--- src/rtl/cpu_pkg.sv ---
`default_nettype none
// +----------------------------------------------------------------------------+
// | cpu_pkg: opcodes, sequencer states and datapath select encodings           |
// | Revision: 1.0                                                              |
// +----------------------------------------------------------------------------+
package cpu_pkg;

  localparam logic [3:0] c_op_rtype = 4'h0;
  localparam logic [3:0] c_op_addi  = 4'h1;
  localparam logic [3:0] c_op_lw    = 4'h8;
  localparam logic [3:0] c_op_sw    = 4'h9;
  localparam logic [3:0] c_op_beq   = 4'hA;
  localparam logic [3:0] c_op_bne   = 4'hB;
  localparam logic [3:0] c_op_jmp   = 4'hC;
  localparam logic [3:0] c_op_halt  = 4'hF;

  typedef enum logic [2:0] {
    S_FETCH  = 3'd0,
    S_DECODE = 3'd1,
    S_EXEC   = 3'd2,
    S_MEM    = 3'd3,
    S_WB     = 3'd4,
    S_HALT   = 3'd5
  } state_t;

  localparam logic [1:0] c_aluop_add    = 2'b00;
  localparam logic [1:0] c_aluop_sub    = 2'b01;
  localparam logic [1:0] c_aluop_funct  = 2'b10;

  localparam logic [1:0] c_pcsrc_alu    = 2'd0;
  localparam logic [1:0] c_pcsrc_aluout = 2'd1;
  localparam logic [1:0] c_pcsrc_jump   = 2'd2;

  localparam logic [1:0] c_srcb_rt      = 2'd0;
  localparam logic [1:0] c_srcb_one     = 2'd1;
  localparam logic [1:0] c_srcb_imm     = 2'd2;

  typedef struct packed {
    logic       iord;
    logic       mem_read;
    logic       mem_write;
    logic       ir_write;
    logic       pc_write;
    logic [1:0] pc_src;
    logic       alu_src_a;
    logic [1:0] alu_src_b;
    logic [1:0] alu_op;
    logic       reg_dst;
    logic       reg_write;
    logic       mem_to_reg;
    logic       halted;
  } ctrl_t;

  function automatic logic is_legal_op(input logic [3:0] op);
    case (op)
      c_op_rtype, c_op_addi, c_op_lw, c_op_sw,
      c_op_beq, c_op_bne, c_op_jmp, c_op_halt: is_legal_op = 1'b1;
      default:                                 is_legal_op = 1'b0;
    endcase
  endfunction

endpackage
`default_nettype wire

--- src/rtl/mc_output_decode.sv ---
`default_nettype none
// +----------------------------------------------------------------------------+
// | mc_output_decode: combinational control outputs from state/opcode/flags    |
// | Revision: 1.0                                                              |
// +----------------------------------------------------------------------------+
module mc_output_decode
  import cpu_pkg::*;
(
  input  state_t     state,
  input  logic [3:0] opcode,
  input  logic       zero,
  input  logic       run,
  input  logic       mem_ready,
  output ctrl_t      ctrl
);

  always_comb begin
    ctrl = '0;
    case (state)
      S_FETCH: begin
        if (run) begin
          ctrl.mem_read  = 1'b1;
          ctrl.alu_src_b = c_srcb_one;
          ctrl.alu_op    = c_aluop_add;
          // IR and PC+1 are captured on the edge that completes the fetch
          if (mem_ready) begin
            ctrl.ir_write = 1'b1;
            ctrl.pc_write = 1'b1;
            ctrl.pc_src   = c_pcsrc_alu;
          end
        end
      end
      S_DECODE: begin
        ctrl.alu_src_b = c_srcb_imm;
        ctrl.alu_op    = c_aluop_add;
        if (opcode == c_op_jmp) begin
          ctrl.pc_write = 1'b1;
          ctrl.pc_src   = c_pcsrc_jump;
        end
      end
      S_EXEC: begin
        case (opcode)
          c_op_rtype: begin
            ctrl.alu_src_a = 1'b1;
            ctrl.alu_src_b = c_srcb_rt;
            ctrl.alu_op    = c_aluop_funct;
          end
          c_op_addi, c_op_lw, c_op_sw: begin
            ctrl.alu_src_a = 1'b1;
            ctrl.alu_src_b = c_srcb_imm;
            ctrl.alu_op    = c_aluop_add;
          end
          c_op_beq, c_op_bne: begin
            ctrl.alu_src_a = 1'b1;
            ctrl.alu_src_b = c_srcb_rt;
            ctrl.alu_op    = c_aluop_sub;
            ctrl.pc_src    = c_pcsrc_aluout;
            ctrl.pc_write  = (opcode == c_op_beq) ? zero : ~zero;
          end
          default: ;
        endcase
      end
      S_MEM: begin
        ctrl.iord      = 1'b1;
        ctrl.mem_read  = (opcode == c_op_lw);
        ctrl.mem_write = (opcode == c_op_sw);
      end
      S_WB: begin
        ctrl.reg_write  = 1'b1;
        ctrl.reg_dst    = (opcode == c_op_rtype);
        ctrl.mem_to_reg = (opcode == c_op_lw);
      end
      S_HALT:  ctrl.halted = 1'b1;
      default: ;
    endcase
  end

endmodule
`default_nettype wire

--- src/rtl/multicycle_control.sv ---
`default_nettype none
// +----------------------------------------------------------------------------+
// | multicycle_control: FETCH/DECODE/EXEC/MEM/WB sequencer for the 24-bit CPU  |
// | Option: MC_ILLEGAL_TRAP_EN traps illegal opcodes to HALT, adds Illegal.    |
// | Revision: 1.0                                                              |
// +----------------------------------------------------------------------------+
module multicycle_control
  import cpu_pkg::*;
(
  input  logic       Clock,
  input  logic       Reset,
  input  logic       Run,
  input  logic [3:0] Opcode,
  input  logic       Zero,
  input  logic       MemReady,
  output logic       IorD,
  output logic       MemRead,
  output logic       MemWrite,
  output logic       IRWrite,
  output logic       PCWrite,
  output logic [1:0] PCSrc,
  output logic       ALUSrcA,
  output logic [1:0] ALUSrcB,
  output logic [1:0] ALUOp,
  output logic       RegDst,
  output logic       RegWrite,
  output logic       MemToReg,
  output logic       Halted,
  output logic [2:0] State
`ifdef MC_ILLEGAL_TRAP_EN
  ,
  output logic       Illegal
`endif
);

  state_t r_state;
  state_t w_next;
  ctrl_t  w_ctrl;
  ctrl_t  w_ctrl_out;

  always_ff @(posedge Clock or posedge Reset) begin
    if (Reset) r_state <= S_FETCH;
    else       r_state <= w_next;
  end

  always_comb begin
    w_next = r_state;
    case (r_state)
      S_FETCH: if (Run && MemReady) w_next = S_DECODE;
      S_DECODE: begin
        if (Opcode == c_op_jmp)       w_next = S_FETCH;
        else if (Opcode == c_op_halt) w_next = S_HALT;
        else if (!is_legal_op(Opcode))
`ifdef MC_ILLEGAL_TRAP_EN
          w_next = S_HALT;
`else
          w_next = S_FETCH;
`endif
        else                          w_next = S_EXEC;
      end
      S_EXEC: begin
        case (Opcode)
          c_op_rtype, c_op_addi: w_next = S_WB;
          c_op_lw, c_op_sw:      w_next = S_MEM;
          default:               w_next = S_FETCH;
        endcase
      end
      S_MEM:   if (MemReady) w_next = (Opcode == c_op_lw) ? S_WB : S_FETCH;
      S_WB:    w_next = S_FETCH;
      S_HALT:  w_next = S_HALT;
      default: w_next = S_FETCH;
    endcase
  end

  mc_output_decode u_decode (
    .state     (r_state),
    .opcode    (Opcode),
    .zero      (Zero),
    .run       (Run),
    .mem_ready (MemReady),
    .ctrl      (w_ctrl)
  );

  // Reset masks outputs combinationally so an in-flight memory request drops at once
  assign w_ctrl_out = Reset ? '0 : w_ctrl;

  assign IorD     = w_ctrl_out.iord;
  assign MemRead  = w_ctrl_out.mem_read;
  assign MemWrite = w_ctrl_out.mem_write;
  assign IRWrite  = w_ctrl_out.ir_write;
  assign PCWrite  = w_ctrl_out.pc_write;
  assign PCSrc    = w_ctrl_out.pc_src;
  assign ALUSrcA  = w_ctrl_out.alu_src_a;
  assign ALUSrcB  = w_ctrl_out.alu_src_b;
  assign ALUOp    = w_ctrl_out.alu_op;
  assign RegDst   = w_ctrl_out.reg_dst;
  assign RegWrite = w_ctrl_out.reg_write;
  assign MemToReg = w_ctrl_out.mem_to_reg;
  assign Halted   = w_ctrl_out.halted;
  assign State    = r_state;

`ifdef MC_ILLEGAL_TRAP_EN
  logic r_illegal;

  always_ff @(posedge Clock or posedge Reset) begin
    if (Reset)
      r_illegal <= 1'b0;
    else if (r_state == S_DECODE && !is_legal_op(Opcode))
      r_illegal <= 1'b1;
  end

  assign Illegal = r_illegal;
`endif

endmodule
`default_nettype wire

--- config.mk ---
export PLATFORM = sky130hd
export DESIGN_NAME = multicycle_control
export DESIGN_NICKNAME = d
export VERILOG_FILES = /design/src/rtl/cpu_pkg.sv /design/src/rtl/mc_output_decode.sv /design/src/rtl/multicycle_control.sv
export SDC_FILE = /design/constraint.sdc
export NUM_CORES = 1
export LEC_CHECK = 0
export ABC_AREA = 1
export BUFFER_PORTS_ARGS = -buffer_cell sky130_fd_sc_hd__buf_2
export CELL_PAD_IN_SITES_DETAIL_PLACEMENT = 1
export CELL_PAD_IN_SITES_GLOBAL_PLACEMENT = 1
export CORE_UTILIZATION = 25
export DETAILED_ROUTE_END_ITERATION = 10
export GPL_TIMING_DRIVEN = 0
export HOLD_SLACK_MARGIN = 0.02
export PLACE_DENSITY = 0.81
export SLEW_MARGIN = 5
export SYNTH_ARGS = -nofsm -noshare
export SYNTH_HDL_FRONTEND = slang
export SYNTH_SLANG_ARGS = --single-unit
--- constraint.sdc ---
create_clock -name Clock -period 1.2 [get_ports Clock]
set_input_delay 0.24 -clock Clock [delete_from_list [all_inputs] [get_ports Clock]]
set_output_delay 0.24 -clock Clock [all_outputs]
set_load 0.1 [all_outputs]
==> results.md, run 1 <==
* Initial Util at 27.1%
* GR repair worst EP: PCWrite
* Yosys warns at 0
* Sequential area share after synthesis at between 10% and 20%
* Yosys top cell by area: dfrtp_1
* Row count at 16
* Post-Synth XOR/XNOR Area at 0%
* Commonest cells in the netlist: nand2_1 (20), nor2_1 (18), inv_1 (9), nand3_1 (9), inv_2 (8)
* CTS Buf Count at 3
* CTS Buffer Depth at 2
* # H-tree levels at 1
* FFs w/ async S/R, synth at between 90% and 100%
* I/O pins at 28
* Mux cell area share after synthesis at 0%
* Root Buffer: clkbuf_4
* Die height at a little under 50 um
* Mapped Area at roughly 540 um^2
* Largest net degree at the start of global routing at 11
* Mean Syn Cell Area at just under 6 um^2
* Top cell type's share of synthesized area at 13.9%
* Antenna violations before repair at 1
* Placer congestion estimate at roughly 0.76
* Syn nets at roughly 110
* Post-Synth Simple-Gate Area at 53.3%
* IO buf count at 27
* Most numerous cell in the Yosys netlist: nand2_1
* Synth unique cells at 21
* DP Wirelength at 1610 um
* Synth Register Bits at 3
* Top cells by area, synth: dfrtp_1 (14%), nand2_1 (14%), nor2_1 (12%)
* Last stage the flow got to: 5_1_grt
* Compound-Gate Fraction of Synth Area at ~11%
* Ys flop type: dfrtp_1
* Log Error: [ERROR DPL-0033] detailed placement checks failed during check placement.
* Die W at slightly below 50 um
* Synth Area in Adders at just over 9%
* Mapped Cells at 94
* Outcome: did not finish
* Largest family of logic cells by synthesized area: simple AND/OR/NAND/NOR gates
* Num Clock Sinks at 3
* Post-synth EDFFs at 0
* Worst endpoint type: top-level output
* Pre-CTS WS at -0.893 ns
[metrics by stage]
| stage | instance area (um^2) | cells |
|---|---|---|
| 4_1_cts | 1430 | 166 |
| 3_5_place_dp | 882 | 148 |
| 3_3_place_gp | 882 | 148 |
| 2_1_floorplan | 713 | 94 |
[repair_timing]
| item | 4_1_cts |
|---|---|
| setup buffers | 13 |
| resized for setup | 110 |
| pin swaps | 17 |
| hold endpoints to repair | 3 |
| hold buffers | 1 |
| setup endpoints to repair | 21 |
[cell families after synthesis]
group           after synthesis
flops                         3
compound gates                9
fa+ha+maj                     4
simple gates                 60
buf+inv                      18
==> inputs of run 2 (changes only) <==
--- a/config.mk
+++ b/config.mk
@@ -7,13 +7,11 @@
 export LEC_CHECK = 0
 export ABC_AREA = 1
 export BUFFER_PORTS_ARGS = -buffer_cell sky130_fd_sc_hd__buf_2
-export CELL_PAD_IN_SITES_DETAIL_PLACEMENT = 1
-export CELL_PAD_IN_SITES_GLOBAL_PLACEMENT = 1
-export CORE_UTILIZATION = 25
+export CORE_AREA = 2 2 63 65
 export DETAILED_ROUTE_END_ITERATION = 10
+export DIE_AREA = 0 0 65 67
 export GPL_TIMING_DRIVEN = 0
-export HOLD_SLACK_MARGIN = 0.02
-export PLACE_DENSITY = 0.81
+export PLACE_DENSITY_LB_ADDON = 0.15
 export SLEW_MARGIN = 5
 export SYNTH_ARGS = -nofsm -noshare
 export SYNTH_HDL_FRONTEND = slang
==> constraint.sdc (replaced) <==
create_clock -name Clock -period 1.6 [get_ports Clock]
set_input_delay 0.32 -clock Clock [delete_from_list [all_inputs] [get_ports Clock]]
set_output_delay 0.32 -clock Clock [all_outputs]
set_load 0.1 [all_outputs]
==> run 2 against run 1 <==
Against the previous run: the flow now finishes, with violations (setup timing); synthesized cell count unchanged; area after synthesis is the same.
==> results.md, run 2 <==
* Outcome: finished, violations left
* Violated checks: setup timing
* DRC at 0
* Drt wl/cell at 11.2 um
* Layout fillers at 366
* Class of the worst hold path: primary input to asynchronous set/reset pin
* VDD IR max at 0.446 mV
* Fmax at approximately 550 MHz
* CP Capture Type: output port
* Synth Register Bits at 3
* Reg2Reg Depth at 8
* Proportion of layout cells with a drive suffix above 1 at between 70% and 80%
* Commonest cells in the netlist: nand2_1 (20), nor2_1 (18), inv_1 (9), nand3_1 (9), inv_2 (8)
* GR Util All Layers at a little over a tenth
* Vias in the first global route at 767
* DP Wirelength at approximately 1500 um
* GRT overflow at 0
* Routed via count at 768
* Critical R2R Launch: State[0]
* Ys flop type: dfrtp_1
* Crit. Startpoint: State[0]
* Cell Chain, Critical Path: inv_4, nand3_4, nor2_4, inv_2, a21oi_4, buf_12
* Leakage at about 0.63 nW
* I/O pins at 28
* CTS Buf Count at 3
* Final setup fails at 16
* Slowest CP cell: dfrtp_4
* Largest delay share family, worst path: flip-flops
* Synth unique cells at 21
* Yosys warns at 0
* Max-Cap Viols at 0
* Most numerous cell in the Yosys netlist: nand2_1
* IO buf count at 27
* Critical Path RT at approximately 1.3 ns
* Buf+Inv Stages, Crit Path at 3
* Root Buffer: clkbuf_8
* Layout area overhead at 175%
* CTS Buffer Depth at 2
* Worst skew pair latency at 0.21 ns
* Die W at 65 um
* Mean number of vias per cell at around 4
* Crit start category: flop
* First-pass DRT Iterations at 4
* Initial DRC Count at 21
* Top cell type's share of synthesized area at between 10 and 15%
* Initial Util at 15.0%
* RSZ-0062 raised after global routing: yes
* Post-Synth XOR/XNOR Area at 0%
* Kind of critical path: flop to output port
* Pre-CTS WS at -0.650 ns
* FFs w/ async S/R, synth at 100%
* Total Wirelength at between 2000 and 2500 um
* Final slew viol count at 0
* Post-Synth Simple-Gate Area at between 50% and 60%
* Final Skew at between 0.0015 and 0.002 ns
* Critical Path AT at between 1.5 and 2 ns
* Mapped Cells at 94
* Final setup TNS at -2.55 ns
* Most frequent cells in the layout: buf_12 (18), nand2_1 (15), buf_4 (13)
* Compound-Gate Fraction of Synth Area at 11.1%
* Commonest non-fill, non-tap cell in the layout: buf_12
* Largest family of logic cells by synthesized area: simple AND/OR/NAND/NOR gates
* Final min period at 1.83 ns
* Yosys top cell by area: dfrtp_1
* Placed cell areas at around 900 um^2
* Ant diodes at 0
* Register Area at between 80 and 90 um^2
* Max reg flops at 3
* Met3 Usage GRT at approximately 2.4%
* Largest net degree at the start of global routing at 11
* Worst path max stage delay at around 0.51 ns
* GR peak layer: met2
* PD cells at ~1200 nW/um^2
* Final worst path period share at 115%
* Global-route wire length before repair at about 3600 um
* Setup ws final at -0.235 ns
* Flop-to-flop setup slack at 0.19 ns
* Antenna violations before repair at 0
* Mux cell area share after synthesis at 0%
* Die height at approximately 67 um
* Critical Path Fanout Max at 5
* Layout net count at between 150 and 200
* M2 GR Usage at roughly 20%
* Area of the multi-input gates at between 600 and 700 um^2
* Mapped Area at ~540 um^2
* Syn nets at 107
* Placer congestion estimate at between 0.7 and 0.8
* Final Cell Area at ~1500 um^2
* DIE AREA at roughly 4400 um^2
* Post-route antenna net violation count at 0
* Top cells by area, synth: dfrtp_1 (14%), nand2_1 (14%), nor2_1 (12%)
* Post-synth EDFFs at 0
* # H-tree levels at 1
* Row count at 22
* FF-to-FF End: State[2]
* Met1 track demand over resource at 11.8%
* Core area at approximately 3600 um^2
* Worst-Margin Slew at approximately 0.51 ns
* Tot Pwr at roughly 0.0018 W
* Synth Area in Adders at 9.24%
* Mean Syn Cell Area at between 5 and 6 um^2
* Final hold violations at 0
* Clock transition at path regs at 0.03 ns
* CTS tree: done
* Sequential area share after synthesis at between 10% and 20%
* Max_slew headroom at 66.2%
* Num Clock Sinks at 3
## run 2: cell counts after synthesis
Identical to the previous run, type by type.
## run 2: worst reg2reg max path, cell delays in order (launching register included)
cell and delay [ns]:
dfrtp_4 0.51, nand2_2 0.10, inv_2 0.05, buf_4 0.13
buf_6 0.11, nand2_4 0.06, nand2_1 0.07, nor3_1 0.18
nor2_1 0.07
## run 2: cell type report
cell class / instances / share of cell area (%)
Multi-Input combinational cell: 73 / 44.4
Tap cell: 48 / 4.03
Buffer: 1 / 0.336
Sequential cell: 3 / 5.80
Timing Repair Buffer: 45 / 36.7
Inverter: 17 / 5.71
Clock buffer: 4 / 3.03
## run 2: layer usage
metal	up-vias	part of all wire, %
met5	-	0
met4	0	1.0
met3	2	6.0
li1	396	-
met2	24	53
met1	346	40
## run 2: logic make-up after synthesis
kind of cell             after synthesis
AO/OA/AOI/OAI                          9
adder cells (fa/ha/maj)                4
AND/OR/NAND/NOR                       60
flip-flops                             3
buffers and inverters                 18
## run 2: what timing repair did
item                                    CTS  global route
hold endpoints to repair                  0             0
pin swaps                                 9             9
gates resized for setup                  91             9
buffers inserted                         12             6
hold buffers                              0             0
endpoints found under the setup margin   16            15
## run 2: worst max path at each step
stage              end  cells after the start
2_1_floorplan  MemRead                      5
3_3_place_gp   ALUSrcA                     10
3_5_place_dp   ALUSrcA                     10
4_1_cts        PCWrite                      6
5_1_grt        ALUSrcA                      6
6_report       ALUSrcA                      6
## run 2: per-stage QoR
stage | hold WS, ns | util, % | cells
after floorplan | 0.0822 | - | 94
after global placement | 0.267 | 25.1 | 169
after detailed placement | 0.270 | 25.1 | 169
after CTS | 0.0688 | 39.0 | 185
after global routing | 0.0764 | 41.3 | 191
final | 0.0677 | 41.3 | 191
## run 2: power by group
group / leakage (nW) / total, W / switching (W) / internal (W)
Sequential: 0.0348 / 0.000176 / 0.0000581 / 0.000118
Combinational: 0.570 / 0.00141 / 0.000869 / 0.000536
Clock: 0.0228 / 0.000216 / 0.0000461 / 0.000170
No activity file was read; power rests on OpenSTA's default activity.
